File: src/rtl/opcodes_pkg.sv
// -----------------------------------------------------------------------------
// opcodes
// Shared types for the ALU arbiter slice: the register and instruction types
// handed to the ALU, the arbiter state encoding, and the upper bound on the
// number of requesters sharing one ALU.
// -----------------------------------------------------------------------------
package opcodes;

   localparam int ALU_ARB_MAX_REQ = 4;
   localparam int XLEN            = 32;

   typedef logic [XLEN-1:0] register_t;

   // ALU operation selector. AUIPC adds op1 (already-shifted upper
   // immediate) to the PC. LUI passes op1 through.
   typedef enum logic [3:0] {
      M_ADD   = 4'd0,
      M_SUB   = 4'd1,
      M_AND   = 4'd2,
      M_OR    = 4'd3,
      M_XOR   = 4'd4,
      M_SLL   = 4'd5,
      M_AUIPC = 4'd6,
      M_LUI   = 4'd7
   } instruction_t;

   typedef enum logic [1:0] {
      IDLE  = 2'd0,
      ISSUE = 2'd1,
      WAIT  = 2'd2,
      RESP  = 2'd3
   } alu_arb_state_t;

endpackage

File: src/rtl/alu_arb_pick.sv
// -----------------------------------------------------------------------------
// alu_arb_pick
// Combinational requester selection. It scans the valid vector starting at
// 'pointer' and wrapping modulo NUM_REQ. It returns a one-hot grant and the
// index of the winner. A pointer tied to zero gives fixed lowest-index priority.
//
// Ports:
//   valid   [NUM_REQ-1:0]  requesters asking for the ALU
//   pointer [ID_W-1:0]     index the search starts from
//   grant   [NUM_REQ-1:0]  one-hot winner, all-zero when nothing is valid
//   id      [ID_W-1:0]     index of the winner, zero when nothing is valid
// -----------------------------------------------------------------------------
module alu_arb_pick
   import opcodes::*;
#(
   parameter int NUM_REQ = 2,
   parameter int ID_W    = $clog2(NUM_REQ)
)
(
   input  logic [NUM_REQ-1:0] valid,
   input  logic [ID_W-1:0]    pointer,
   output logic [NUM_REQ-1:0] grant,
   output logic [ID_W-1:0]    id
);

   logic            found;
   logic [ID_W-1:0] idx;

   // Walk the requesters in priority order: pointer, pointer+1, ... wrapping
   // around. Take the first valid one. Only the valid vector and the pointer
   // feed this search, so the payload never influences who wins.
   always_comb begin
      grant = '0;
      id    = '0;
      found = 1'b0;
      idx   = '0;
      for (int k = 0; k < NUM_REQ; k++) begin
         idx = ID_W'((int'(pointer) + k) % NUM_REQ);
         if (!found && valid[idx]) begin
            grant = NUM_REQ'(1) << idx;
            id    = idx;
            found = 1'b1;
         end
      end
   end

endmodule

File: src/rtl/alu_arbiter.sv
// -----------------------------------------------------------------------------
// alu_arbiter
// Shares one externally instantiated, registered-result ALU between NUM_REQ
// requesters. Only one operation is outstanding at a time. The sequence is
// IDLE (accept), ISSUE (alu_enable pulse), WAIT (capture result), then
// RESP (hold the response until rsp_ready).
//
// Configuration macro ALU_ARB_RR_EN:
//   defined   -> round-robin. A pointer moves to winner+1 on every accept.
//   undefined -> fixed priority. The lowest index wins and there is no pointer
//                register.
//
// Ports:
//   clk, rst                       clock, synchronous active-low reset
//   req_valid/req_ready            per-requester handshake
//   req_instr/op1/op2/pc           per-requester payload
//   alu_rst                        active-high ALU reset (~rst)
//   alu_enable                     one-cycle evaluate strobe
//   alu_instr/op1/op2/pc           captured operation, held ISSUE..RESP
//   alu_result                     ALU result, valid the cycle after enable
//   rsp_valid/rsp_ready            response handshake
//   rsp_id, rsp_result             owner and value of the response
// -----------------------------------------------------------------------------
module alu_arbiter
   import opcodes::*;
#(
   parameter int NUM_REQ = 2,
   parameter int ID_W    = $clog2(NUM_REQ)
)
(
   input  logic               clk,
   input  logic               rst,
   input  logic [NUM_REQ-1:0] req_valid,
   output logic [NUM_REQ-1:0] req_ready,
   input  instruction_t       req_instr [NUM_REQ],
   input  register_t          req_op1   [NUM_REQ],
   input  register_t          req_op2   [NUM_REQ],
   input  register_t          req_pc    [NUM_REQ],
   output logic               alu_rst,
   output logic               alu_enable,
   output instruction_t       alu_instr,
   output register_t          alu_op1,
   output register_t          alu_op2,
   output register_t          alu_pc,
   input  register_t          alu_result,
   output logic               rsp_valid,
   input  logic               rsp_ready,
   output logic [ID_W-1:0]    rsp_id,
   output register_t          rsp_result
);

   alu_arb_state_t     state;
   logic [ID_W-1:0]    pointer;
   logic [ID_W-1:0]    pick_id;
   logic [ID_W-1:0]    win_id;
   logic [NUM_REQ-1:0] grant;
   logic               accept;

`ifdef ALU_ARB_RR_EN
   // Round-robin pointer. After each accept the requester just served moves
   // to the lowest priority. Reset returns the search start to requester 0.
   always_ff @(posedge clk) begin
      if (!rst) begin
         pointer <= '0;
      end else if (accept) begin
         pointer <= ID_W'((int'(pick_id) + 1) % NUM_REQ);
      end
   end
`else
   assign pointer = '0;
`endif

   alu_arb_pick #(
      .NUM_REQ (NUM_REQ),
      .ID_W    (ID_W)
   ) u_pick (
      .valid   (req_valid),
      .pointer (pointer),
      .grant   (grant),
      .id      (pick_id)
   );

   // Grants are offered only in IDLE and only while out of reset. Gating on
   // rst stops a request from being taken in the same cycle that reset is
   // forcing the FSM back to IDLE.
   assign req_ready  = (rst && state == IDLE) ? grant : '0;
   assign accept     = |(req_valid & req_ready);
   assign alu_rst    = ~rst;
   assign alu_enable = (state == ISSUE);
   assign rsp_valid  = (state == RESP);

   // Operation sequencer. Each state after IDLE lasts exactly one cycle,
   // except RESP, which waits for the consumer. Reset drops any
   // in-flight operation without producing a response.
   always_ff @(posedge clk) begin
      if (!rst) begin
         state <= IDLE;
      end else begin
         case (state)
            IDLE:    if (accept)    state <= ISSUE;
            ISSUE:                  state <= WAIT;
            WAIT:                   state <= RESP;
            RESP:    if (rsp_ready) state <= IDLE;
            default:                state <= IDLE;
         endcase
      end
   end

   // Payload and response registers. The operation is latched at accept, so
   // requesters may change their payload right afterwards. The ALU result
   // is latched in WAIT, which is the cycle after the enable pulse. That is
   // when the registered ALU output is valid. All of these hold until they
   // are overwritten by the next operation or cleared by reset.
   always_ff @(posedge clk) begin
      if (!rst) begin
         alu_instr  <= M_ADD;
         alu_op1    <= '0;
         alu_op2    <= '0;
         alu_pc     <= '0;
         win_id     <= '0;
         rsp_id     <= '0;
         rsp_result <= '0;
      end else begin
         if (accept) begin
            alu_instr <= req_instr[pick_id];
            alu_op1   <= req_op1[pick_id];
            alu_op2   <= req_op2[pick_id];
            alu_pc    <= req_pc[pick_id];
            win_id    <= pick_id;
         end
         if (state == WAIT) begin
            rsp_result <= alu_result;
            rsp_id     <= win_id;
         end
      end
   end

endmodule

File: config.mk
export PLATFORM = sky130hd
export DESIGN_NAME = alu_arbiter
export DESIGN_NICKNAME = d
export VERILOG_FILES = /design/src/rtl/opcodes_pkg.sv /design/src/rtl/alu_arb_pick.sv /design/src/rtl/alu_arbiter.sv
export SDC_FILE = /design/constraint.sdc
export NUM_CORES = 1
export LEC_CHECK = 0
export ABC_CLOCK_PERIOD_IN_PS = 1460
export CAP_MARGIN = 30
export CORE_AREA = 2 2 147 149
export CTS_CLUSTER_DIAMETER = 150
export DETAILED_ROUTE_END_ITERATION = 7
export DIE_AREA = 0 0 149 151
export PLACE_DENSITY = 0.65
export SYNTH_ARGS = -nofsm -noshare
export SYNTH_HDL_FRONTEND = slang
export SYNTH_SLANG_ARGS = --single-unit
File: constraint.sdc
create_clock -name clk -period 1.46 [get_ports clk]
set_input_delay 0.292 -clock clk [delete_from_list [all_inputs] [get_ports clk]]
set_output_delay 0.292 -clock clk [all_outputs]
set_load 0.02 [all_outputs]
==> results.sh, run 1 <==
export IMPL_status="finished, violations left"
export IMPL_failed_checks="setup timing"
export IMPL_die_width_um=149
export IMPL_synth_seq_cells=136
export IMPL_yosysWarnings=0
export IMPL_ioPinCount=375
export IMPL_ys_types=20
export IMPL_area_delta_synth_final_pct=106
export IMPL_rows=53
export IMPL_cpMostUsedCell="buf_6"
export IMPL_fin_nets=1329
export IMPL_wire_per_inst_um=16.5
export IMPL_slowest_stage="dfxtp_2"
export IMPL_overflow=0
export IMPL_cp_arrival_ns=1.95
export IMPL_required_ns=1.80
export IMPL_critical_path_class="reg2reg"
export IMPL_grt_pass1_vias=6308
export IMPL_r2r_start="state[0]$_SDFFE_PN0P_"
export IMPL_cts_made_buffers=17
export IMPL_powerDensity_mw_per_mm2=1520
export IMPL_hold_viol=0
export IMPL_clk_latency_ns=0.42
export IMPL_die_h_um=151
export IMPL_hold_path_class="in2reg"
export IMPL_cts_path_max_buffers=2
export IMPL_antenna_found_initial=1
export IMPL_seq_area_frac_synth_pct=49.2
export IMPL_hpwl_um=14600
export IMPL_fillers=1910
export IMPL_ant_nets=0
export IMPL_cp_cell_sequence="inv_2 > ha_4 > buf_6 > o211a_4 > buf_12 > buf_6 > buf_8 > o21ai_1 > a31oi_1"
export IMPL_r2r_end="alu_op2[29]$_SDFFE_PN0P_"
export IMPL_synthCells=689
export IMPL_initial_core_util_pct=26.6
export IMPL_finalSetupViolations=82
export IMPL_worstMarginPinSlew_ns=1.24
export IMPL_synth_area_mm2=0.00553
export IMPL_synth_top_cell_by_area="dfxtp_1"
export IMPL_endpoint_kind="register"
export IMPL_cts_num_sinks=136
export IMPL_leakage_nw=4.77
export IMPL_die_area_mm2=0.0225
export IMPL_grt_total_usage_pct=19.0
export IMPL_pwr_share_seq_pct=29.6
export IMPL_finClkSkew_ns=0.00886
export IMPL_path_max_fanout=8
export IMPL_cts_tree="yes"
export IMPL_max_freq_mhz=622
export IMPL_r2r_setup_slack_ns=-0.15
export IMPL_hold_path_endpoint="alu_op2[0]$_SDFFE_PN0P_"
export IMPL_path_clk_slew_ns=0.07
export IMPL_slowest_delay_ns=0.32
export IMPL_synth_top_area_share_pct=49.2
export IMPL_switchingPower_mw=6.18
export IMPL_multi_input_area_mm2=0.00304
export IMPL_p_comb_share_pct=46.6
export IMPL_ys_top_cells_by_area="dfxtp_1, nand2_1, a31oi_1"
export IMPL_fin_ws_ns=-0.148
export IMPL_htree_levels=4
export IMPL_fin_crit_sh_pct=110
export IMPL_max_slew_margin_pct=17.5
export IMPL_vias_per_cell=4.70
export IMPL_tns_ns=-5.07
export IMPL_drtPass1Iterations=4
export IMPL_p_int_mw=11.2
export IMPL_dp_slack_ns=-0.584
export IMPL_place_congestion=0.741
export IMPL_swShare_pct=35.6
export IMPL_synth_nets=931
export IMPL_final_core_util_pct=54.7
export IMPL_rr_worst_depth=9
export IMPL_min_from="req_op2[0]"
export IMPL_drive_above_1_share_pct=18.9
export IMPL_vias=6471
export IMPL_port_buffers=374
export IMPL_grt_pass1_wl_um=33600
export IMPL_register_area_mm2=0.00273
export IMPL_drv_cap=0
export IMPL_core_area_mm2=0.0208
export IMPL_drc=0
export IMPL_avgSynthCellArea_um2=8.03
export IMPL_cp_start_kind="register"
export IMPL_peakVddDrop_v=0.000715
export IMPL_clock_root_buffer="clkbuf_16"
export IMPL_drt_initial_drc_count=184
export IMPL_final_max_slew_viol_count=0
export IMPL_rsz0062_at_grt="true"
export IMPL_holdPathStages=3
export IMPL_wl_um=22700
export IMPL_grt_max_degree=71
export IMPL_layout_min_cycle_time_ns=1.61
export IMPL_p_clk_share_pct=23.8
-- synth_stat cells --
cell type  instances
nor2_1            34
nand2b_1           1
buf_2             46
inv_1              2
ha_1               5
o211a_1            1
dfxtp_1          136
o21ai_1           16
buf_1              2
nor2b_1            2
mux2i_1           35
a31oi_1          100
a21oi_1            2
and3_1             2
buf_4              3
nand2_1          203
a211oi_1           1
clkbuf_1          12
clkinv_1           1
o21ai_0           85
-- cell families (layout without fill, tap and decap cells) --
kind of cell / count (synthesis) / count (layout) / share of synthesized area (%)
other: 0 / 1 / 0
adders and majority gates: 5 / 5 / 1.13
and+or+nand+nor: 242 / 242 / 16.6
buffers and inverters: 66 / 477 / 5.72
muxes: 35 / 35 / 6.33
AOI/OAI and AO/OA: 205 / 205 / 20.9
DFF: 136 / 136 / 49.2
-- per-stage QoR --
| step | area [µm²] | std cells | power, mW | hold slack, ns |
|---|---|---|---|---|
| 2_1_floorplan | 5530 | 689 | 8.12 | 0.389 |
| 3_3_place_gp | 9770 | 1310 | 11.5 | 0.473 |
| 3_5_place_dp | 9770 | 1310 | 11.5 | 0.479 |
| 4_1_cts | 11200 | 1380 | 17.4 | 0.416 |
| 5_1_grt | 11400 | 1376 | 18.2 | 0.426 |
| 6_report | 11400 | 1376 | 17.3 | 0.434 |
-- sequential cells by signal, indices dropped and copies added, names as in the netlist --
register and flops:
alu_op1 32, alu_op2 32, alu_pc 32, rsp_result 32, alu_instr 4, state 2, rsp_id 1, win_id 1
-- routing by layer --
layer / up-vias / global-route usage (%) / share of wire [%]
li1: 3189 / - / -
met1: 2985 / 22.5 / 40
met2: 268 / 31.7 / 49
met3: 29 / 6.51 / 8.6
met4: 0 / 7.71 / 2.1
met5: - / 0 / 0
-- power groups by stage --
stage	Clock (mW)	Sequential, mW	Combinational, mW
5_1_grt	4.38	5.24	8.60
4_1_cts	4.23	5.06	8.12
3_5_place_dp	0	5.06	6.45
6_report	4.13	5.13	8.08
3_3_place_gp	0	5.04	6.43
2_1_floorplan	0	6.06	2.05
-- placed cells by master, fill, tap and decap left out, drive strengths merged --
cell type and instances:
clkinvlp 5, dlygate4sd2 102, inv 6, o211a 1, a211oi 1, diode 1, nor2 34, nand2b 1
clkdlybuf4s15 29, bufbuf 1, nor2b 2, nand2 203, buf 70, bufinv 1, a21oi 2, clkinv 4
and3 2, clkdlybuf4s50 234, a31oi 100, o21ai 101, mux2i 35, dfxtp 136, clkbuf 25, ha 5
-- final cells by class --
type | instances | area share (%)
antenna | 1 | 0.0220
clock buffer | 19 | 3.80
sequential | 136 | 23.9
inverter | 3 | 0.0989
clock inverter | 13 | 1.07
tap | 275 | 3.02
multi-input combinational | 487 | 26.7
timing repair buffer | 442 | 41.3
-- worst max path at each step --
stage,start,to,slack (ns),cells after the start
3_5_place_dp,req_valid[1],req_ready[1],-0.58,4
3_3_place_gp,req_valid[1],req_ready[1],-0.58,4
5_1_grt,state[0]$_SDFFE_PN0P_,alu_op1[13]$_SDFFE_PN0P_,-0.21,9
2_1_floorplan,state[0]$_SDFFE_PN0P_,alu_op2[0]$_SDFFE_PN0P_,0.05,7
4_1_cts,state[1]$_SDFFE_PN0P_,req_ready[1],-0.17,4
6_report,state[0]$_SDFFE_PN0P_,alu_op2[29]$_SDFFE_PN0P_,-0.15,9
-- critical path, delay by kind of cell (launching register included) --
family          cells  cell delay, ns
fa+ha+maj           1            0.15
buf+inv             5            0.58
compound gates      3            0.47
flops               1            0.32
-- what timing repair did --
action | CTS | global route
pin swaps | 5 | 3
setup endpoints to repair | 232 | 117
buffers inserted | 19 | 8
hold buffers | 0 | 0
cloned | 19 | 2
resized for setup | 318 | 114
No activity file was read; power rests on OpenSTA's default activity.
==> run 2: changes to the inputs <==
HOLD_SLACK_MARGIN = 0.1   (was unset)
==> results of run 2 <==
Same layout as run 1: the final DEF is identical, and so are final timing and power.
